<file path="src/rtl/mips_loader_pkg.sv">
// rtl/mips_loader_pkg.sv - shared types and constants for the MIPS instruction-memory loader
package mips_loader_pkg;

    typedef enum logic [2:0] {
        IDLE,
        CNT_HI,
        CNT_LO,
        DATA,
        CHECK,
        RUN
    } state_e;

    localparam logic [7:0] DEFAULT_HEADER = 8'hA5;
    localparam int         LANE_W         = 2;

endpackage

</file>
<file path="src/rtl/mips_word_packer.sv">
// rtl/mips_word_packer.sv - big-endian byte-to-word shift register with word-complete strobe
module mips_word_packer
    import mips_loader_pkg::*;
(
    input  logic        clk_i,
    input  logic        reset_i,
    input  logic        clear_i,
    input  logic        byte_valid_i,
    input  logic [7:0]  byte_i,
    output logic [31:0] word_o,
    output logic        word_done_o
);

    logic [23:0]       shift_q, shift_d;
    logic [LANE_W-1:0] lane_q,  lane_d;

    always_comb begin
        shift_d = shift_q;
        lane_d  = lane_q;
        if (clear_i) begin
            shift_d = '0;
            lane_d  = '0;
        end else if (byte_valid_i) begin
            shift_d = {shift_q[15:0], byte_i};
            lane_d  = lane_q + LANE_W'(1);
        end
    end

    always_ff @(posedge clk_i) begin
        if (reset_i) begin
            shift_q <= '0;
            lane_q  <= '0;
        end else begin
            shift_q <= shift_d;
            lane_q  <= lane_d;
        end
    end

    // The completed word includes the byte arriving this cycle, so the strobe is combinational.
    assign word_o      = {shift_q, byte_i};
    assign word_done_o = byte_valid_i && !clear_i && (lane_q == '1);

endmodule

</file>
<file path="src/rtl/mips_imem_loader.sv">
// rtl/mips_imem_loader.sv - byte-serial, checksum-verified program loader for the MIPS instruction memory
module mips_imem_loader
    import mips_loader_pkg::*;
#(
    parameter int         ADDR_W = 8,
    parameter logic [7:0] HEADER = DEFAULT_HEADER
) (
    input  logic              clk_i,
    input  logic              reset_i,
    input  logic              rx_valid_i,
    input  logic [7:0]        rx_data_i,
    output logic              rx_ready_o,
    output logic              imem_we_o,
    output logic [ADDR_W-1:0] imem_addr_o,
    output logic [31:0]       imem_wdata_o,
    output logic              cpu_reset_o,
    output logic              load_done_o,
    output logic              load_error_o
);

    localparam logic [16:0] DEPTH = 17'd1 << ADDR_W;

    state_e            state_q, state_d;
    logic [7:0]        cnt_hi_q, cnt_hi_d;
    logic [15:0]       remain_q, remain_d;
    logic [ADDR_W-1:0] addr_q, addr_d;
    logic [7:0]        chk_q, chk_d;

    logic              rx_ready_q;
    logic              imem_we_q, imem_we_d;
    logic [ADDR_W-1:0] imem_addr_q, imem_addr_d;
    logic [31:0]       imem_wdata_q, imem_wdata_d;
    logic              cpu_reset_q, cpu_reset_d;
    logic              load_done_q, load_done_d;
    logic              load_error_q, load_error_d;

    logic              accept;
    logic              is_header;
    logic              pack_clear;
    logic              pack_valid;
    logic [31:0]       pack_word;
    logic              pack_done;
    logic [15:0]       count_full;

    assign accept     = rx_valid_i && rx_ready_q;
    assign is_header  = accept && (rx_data_i == HEADER);
    assign pack_clear = is_header && ((state_q == IDLE) || (state_q == RUN));
    assign pack_valid = accept && (state_q == DATA);
    assign count_full = {cnt_hi_q, rx_data_i};

    mips_word_packer u_packer (
        .clk_i        (clk_i),
        .reset_i      (reset_i),
        .clear_i      (pack_clear),
        .byte_valid_i (pack_valid),
        .byte_i       (rx_data_i),
        .word_o       (pack_word),
        .word_done_o  (pack_done)
    );

    always_comb begin
        state_d      = state_q;
        cnt_hi_d     = cnt_hi_q;
        remain_d     = remain_q;
        addr_d       = addr_q;
        chk_d        = chk_q;
        load_error_d = load_error_q;
        imem_we_d    = 1'b0;
        imem_addr_d  = imem_addr_q;
        imem_wdata_d = imem_wdata_q;

        case (state_q)
            IDLE, RUN: begin
                if (is_header) begin
                    state_d      = CNT_HI;
                    addr_d       = '0;
                    chk_d        = '0;
                    load_error_d = 1'b0;
                end
            end
            CNT_HI: begin
                if (accept) begin
                    cnt_hi_d = rx_data_i;
                    state_d  = CNT_LO;
                end
            end
            CNT_LO: begin
                if (accept) begin
                    remain_d = count_full;
                    // An image larger than the memory would wrap and overwrite itself.
                    if ({1'b0, count_full} > DEPTH) begin
                        load_error_d = 1'b1;
                        state_d      = IDLE;
                    end else if (count_full == 16'd0) begin
                        state_d = CHECK;
                    end else begin
                        state_d = DATA;
                    end
                end
            end
            DATA: begin
                if (accept) begin
                    chk_d = chk_q ^ rx_data_i;
                    if (pack_done) begin
                        imem_we_d    = 1'b1;
                        imem_addr_d  = addr_q;
                        imem_wdata_d = pack_word;
                        addr_d       = addr_q + ADDR_W'(1);
                        remain_d     = remain_q - 16'd1;
                        if (remain_q == 16'd1) begin
                            state_d = CHECK;
                        end
                    end
                end
            end
            CHECK: begin
                if (accept) begin
                    if (rx_data_i == chk_q) begin
                        state_d = RUN;
                    end else begin
                        load_error_d = 1'b1;
                        state_d      = IDLE;
                    end
                end
            end
            default: state_d = IDLE;
        endcase

        // Processor status follows the next state so it changes one cycle after the deciding byte.
        cpu_reset_d = (state_d != RUN);
        load_done_d = (state_d == RUN);
    end

    always_ff @(posedge clk_i) begin
        if (reset_i) begin
            state_q      <= IDLE;
            cnt_hi_q     <= '0;
            remain_q     <= '0;
            addr_q       <= '0;
            chk_q        <= '0;
            rx_ready_q   <= 1'b0;
            imem_we_q    <= 1'b0;
            imem_addr_q  <= '0;
            imem_wdata_q <= '0;
            cpu_reset_q  <= 1'b1;
            load_done_q  <= 1'b0;
            load_error_q <= 1'b0;
        end else begin
            state_q      <= state_d;
            cnt_hi_q     <= cnt_hi_d;
            remain_q     <= remain_d;
            addr_q       <= addr_d;
            chk_q        <= chk_d;
            rx_ready_q   <= 1'b1;
            imem_we_q    <= imem_we_d;
            imem_addr_q  <= imem_addr_d;
            imem_wdata_q <= imem_wdata_d;
            cpu_reset_q  <= cpu_reset_d;
            load_done_q  <= load_done_d;
            load_error_q <= load_error_d;
        end
    end

    assign rx_ready_o   = rx_ready_q;
    assign imem_we_o    = imem_we_q;
    assign imem_addr_o  = imem_addr_q;
    assign imem_wdata_o = imem_wdata_q;
    assign cpu_reset_o  = cpu_reset_q;
    assign load_done_o  = load_done_q;
    assign load_error_o = load_error_q;

endmodule

</file>
<file path="config.mk">
export PLATFORM = sky130hd
export DESIGN_NAME = mips_imem_loader
export DESIGN_NICKNAME = d
export VERILOG_FILES = /design/src/rtl/mips_loader_pkg.sv /design/src/rtl/mips_word_packer.sv /design/src/rtl/mips_imem_loader.sv
export SDC_FILE = /design/constraint.sdc
export NUM_CORES = 1
export LEC_CHECK = 0
export BUFFER_PORTS_ARGS = -buffer_cell sky130_fd_sc_hd__buf_2
export CORE_ASPECT_RATIO = 1.1
export CORE_MARGIN = 2
export CORE_UTILIZATION = 35
export DETAILED_ROUTE_END_ITERATION = 10
export PLACE_DENSITY = 0.56
export SLEW_MARGIN = 25
export SYNTH_ARGS = -nofsm -noshare
export SYNTH_HDL_FRONTEND = slang
export SYNTH_SLANG_ARGS = --single-unit
</file>
<file path="constraint.sdc">
create_clock -name clk_i -period 2.9 [get_ports clk_i]
set_clock_uncertainty 0.1 [all_clocks]
set_input_delay 0.58 -clock clk_i [delete_from_list [all_inputs] [get_ports clk_i]]
set_output_delay 0.58 -clock clk_i [all_outputs]
set_load 0.01 [all_outputs]
</file>
==> out/metrics.sh <==
POWER.DENSITY_mW_PER_MM2=655
FP.COREAREA_SQ_MM=0.0133
HP-CLASS='flop to flop'
FLOORPLAN.DIE_AREA_SQ_MM=0.0146
PLACEMENT.IO_BUFFERS=55
SEQ_AREA_FRAC_SYNTH_PCT=47.7
MAX_FREQ_MHz=413
SYNTH_FF_TYPE='dfxtp_1'
BOUNDARYPINS=56
DIE-WIDTH_UM=115
MET2ROUTEDLENGTH_MM=5.56
FINAL_MIN_PERIOD_OVER_CLOCK_PERIOD_PCT=83.5
INITIAL_CORE_UTIL_PCT=36.1
SYNTHARSTFLOPSHARE_PCT=0
ANTENNA_FOUND_INITIAL=0
SYN_AVG_CELL_AREA_SQ_UM=7.81
GRT_RESOURCE_USAGE_TOTAL_PCT=17.2
SYNTH_AREA_LEADER_CELL='dfxtp_1'
DETAIL-ROUTE-ANTENNA-NETS=0
WORSTSETUPSTARTPOINT='remain_q[1]'
DRIVE_GT1_SHARE_PCT=16.7
P_LEAK_nW=2.21
NETLIST_TOP_CELLS_AREA='dfxtp_1 (48%), nand2_1 (12%), a21oi_1 (9.4%), nor2_1 (4.4%), clkbuf_1 (3.0%)'
CTS_SETUP_BUFFERS=0
SETUP_VIOL=0
TRITONCTS='built'
COUNT_OF_FLIP_FLOPS_WITH_A_BUILT_IN_ENABLE_AFTER_SYNTHESIS=0
ANTENNA_CELLS=0
WORST_IR_DROP_VDD_uV=350
TIMING.FINAL.HOLD_VIOLATIONS=0
GRT_SETUP_UNREPAIRED='false'
DRT-WIRELENGTH-PER-CELL_UM=14.0
RATIO_OF_ROUTED_VIAS_TO_STANDARD_CELLS=5.07
YS_TYPES=49
CTS_INSERTED_BUFFERS=17
HOLDBUFCOUNTCTS=0
CRIT_TYPE='flop to flop'
SYN-INSTANCE-COUNT=613
STDCELL_AREA_SQ_MM=0.00584
WORSTHOLDSTART='imem_wdata_o[26]'
CTS_SINKS=114
GRT_FIRST_PASS_WIRELENGTH_MM=19.7
MAXSLEWVIOLCOUNT=0
CTS_RESIZED=0
MAX_SLEW.WORST_PIN.SLEW_NS=0.610
GRT_START_MAX_NET_PINS=46
SYNTH_TOP_AREA_SHARE_PCT=47.7
REG2REG_SLACK_NS=0.48
MAX-CAP-VIOLATIONS=0
REG2REG_FROM='remain_q[1]'
CTS.CLK_SLEW.WORST_PATHS_NS=0.06
AREA_OF_THE_MAPPED_NETLIST_SQ_MM=0.00478
DETAILED_PLACE.AREA_SQ_MM=0.00521
DRC_ERRORS=0
ROUTED_WIRELENGTH_MM=11.9
CRITPATHMAXFANOUT=5
LAYOUT.CELLS.MOST_COMMON_LIST='nand2_1 (156), dfxtp_1 (114), a21oi_1 (90)'
RELSLEWSLACK_PCT=59.2
ROW_COUNT=44
SYNTH_WARNINGS=0
CLOCKROOTBUFFER='clkbuf_16'
CLOCK_TREE.HTREE_LEVEL_COUNT=4
ROUTE.LAYER.MET1.WL_MM=5.53
VIA_COUNT=4302
SIGNAL_ARRIVAL_TIME_AT_THE_WORST_ENDPOINT_NS=2.66
DRT_FIRST_ITER_VIOLATIONS=300
FLOW.AREA_GROWTH_FROM_SYNTHESIS_PCT=22.0
DRT_FIRST_PASS_ITERS=4
DIE-HEIGHT_UM=127
SYNTH_NETS=628
CRITPATHLAUNCHTYPE='flop'
GRT_OVERFLOW=0
HPWLAFTERDP_MM=8.19
FINAL_COMMON_CELL='nand2_1'
GP_ROUTABILITY_CONGESTION=0.806
CLK_LATENCY_NS=0.42
DR.MAX_LAYER_USED='met4'
OUTCOME='complete, no violations'
CTS_MAX_PATH_BUFFERS=2
TIMING.SETUP.TNS_NS=0
CP.REQUIRED_NS=3.14
FIRST_GLOBAL_VIAS=4026
SORT_OF_ELEMENT_AT_THE_END_OF_THE_CRITICAL_PATH='flop'
ROUTED-WL-MET3_UM=668
FIN_NETS=667
FINALCRITICALPERIOD_NS=2.42
YOSYS_REGISTER_BITS=114
## area by class of cell
| cell class | count | area (sq um) |
|---|---|---|
| timing repair buffer | 69 | 380 |
| clock inverter | 12 | 181 |
| fill | 1340 | 7430 |
| tap | 184 | 230 |
| sequential | 114 | 2280 |
| multi-input combinational | 444 | 2290 |
| clock buffer | 20 | 447 |
| inverter | 6 | 22.5 |
## worst max-delay path, cell delays in order (launching register included)
cell     delay (ns)
dfxtp_1        0.31
inv_1          0.08
ha_1           0.23
nor4b_1        0.52
nand4_1        0.26
or4_1          0.47
nor4_1         0.18
a31oi_1        0.06
a31oi_1        0.13
## flip-flops by register name (all words and copies together), names as in the netlist
| name | cells |
|---|---|
| imem_addr_o | 8 |
| load_error_o | 1 |
| addr_q | 8 |
| u_packer.lane_q | 2 |
| imem_we_o | 1 |
| rx_ready_o | 1 |
| cpu_reset_o | 1 |
| state_q | 3 |
| u_packer.shift_q | 24 |
| cnt_hi_q | 8 |
| remain_q | 16 |
| load_done_o | 1 |
| imem_wdata_o | 32 |
| chk_q | 8 |
## where the power goes
part / internal [mW] / switching [mW]
clock: 1.46 / 0.723
sequential: 1.57 / 0.00170
combinational: 0.0170 / 0.0531
total: 3.05 / 0.778
## kinds of logic after synthesis
logic type,Yosys count,share of synthesized area (%)
simple gates,271,24.8
compound gates,143,16.9
flops,114,47.7
buf+inv,55,4.47
xor+xnor,17,3.11
mux,8,1.67
fa+ha+maj,5,1.26
## Yosys cell counts, types with 3 or more instances
library cell / instances
a21oi_1: 90
a22oi_1: 5
a31oi_1: 5
and3_1: 4
buf_1: 5
buf_2: 6
clkbuf_1: 38
dfxtp_1: 114
ha_1: 4
inv_1: 6
mux2i_1: 8
nand2_1: 156
nand3_1: 7
nand4_1: 5
nor2_1: 56
nor3_1: 10
nor4_1: 11
o21ai_0: 25
or2_2: 3
xor2_1: 16
## final timing paths
| kind | to | cells after the start |
|---|---|---|
| worst min-delay path | imem_wdata_o[26] | 2 |
| worst max-delay path | remain_q[14] | 8 |
| worst max register to register | remain_q[14] | 8 |
| worst min register to register | imem_wdata_o[26] | 2 |
## layer usage
layer,GRT usage [%],vias up
met5,0,-
met4,5.95,0
met3,5.06,14
met1,23.1,2019
li1,-,2165
met2,26.2,104
## per-stage QoR
stage / std cells / utilization (%) / setup WS (ns) / hold slack (ns) / total power, mW
4_1_cts: 849 / 44.0 / 0.445 / 0.353 / 3.87
6_report: 849 / 44.0 / 0.478 / 0.348 / 3.83
2_1_floorplan: 613 / - / 0.534 / 0.332 / 1.65
5_1_grt: 849 / 44.0 / 0.0964 / 0.366 / 3.95
3_3_place_gp: 817 / 39.3 / 0.259 / 0.343 / 1.67
3_5_place_dp: 817 / 39.3 / 0.179 / 0.345 / 1.67
No activity file was read; power rests on OpenSTA's default activity.
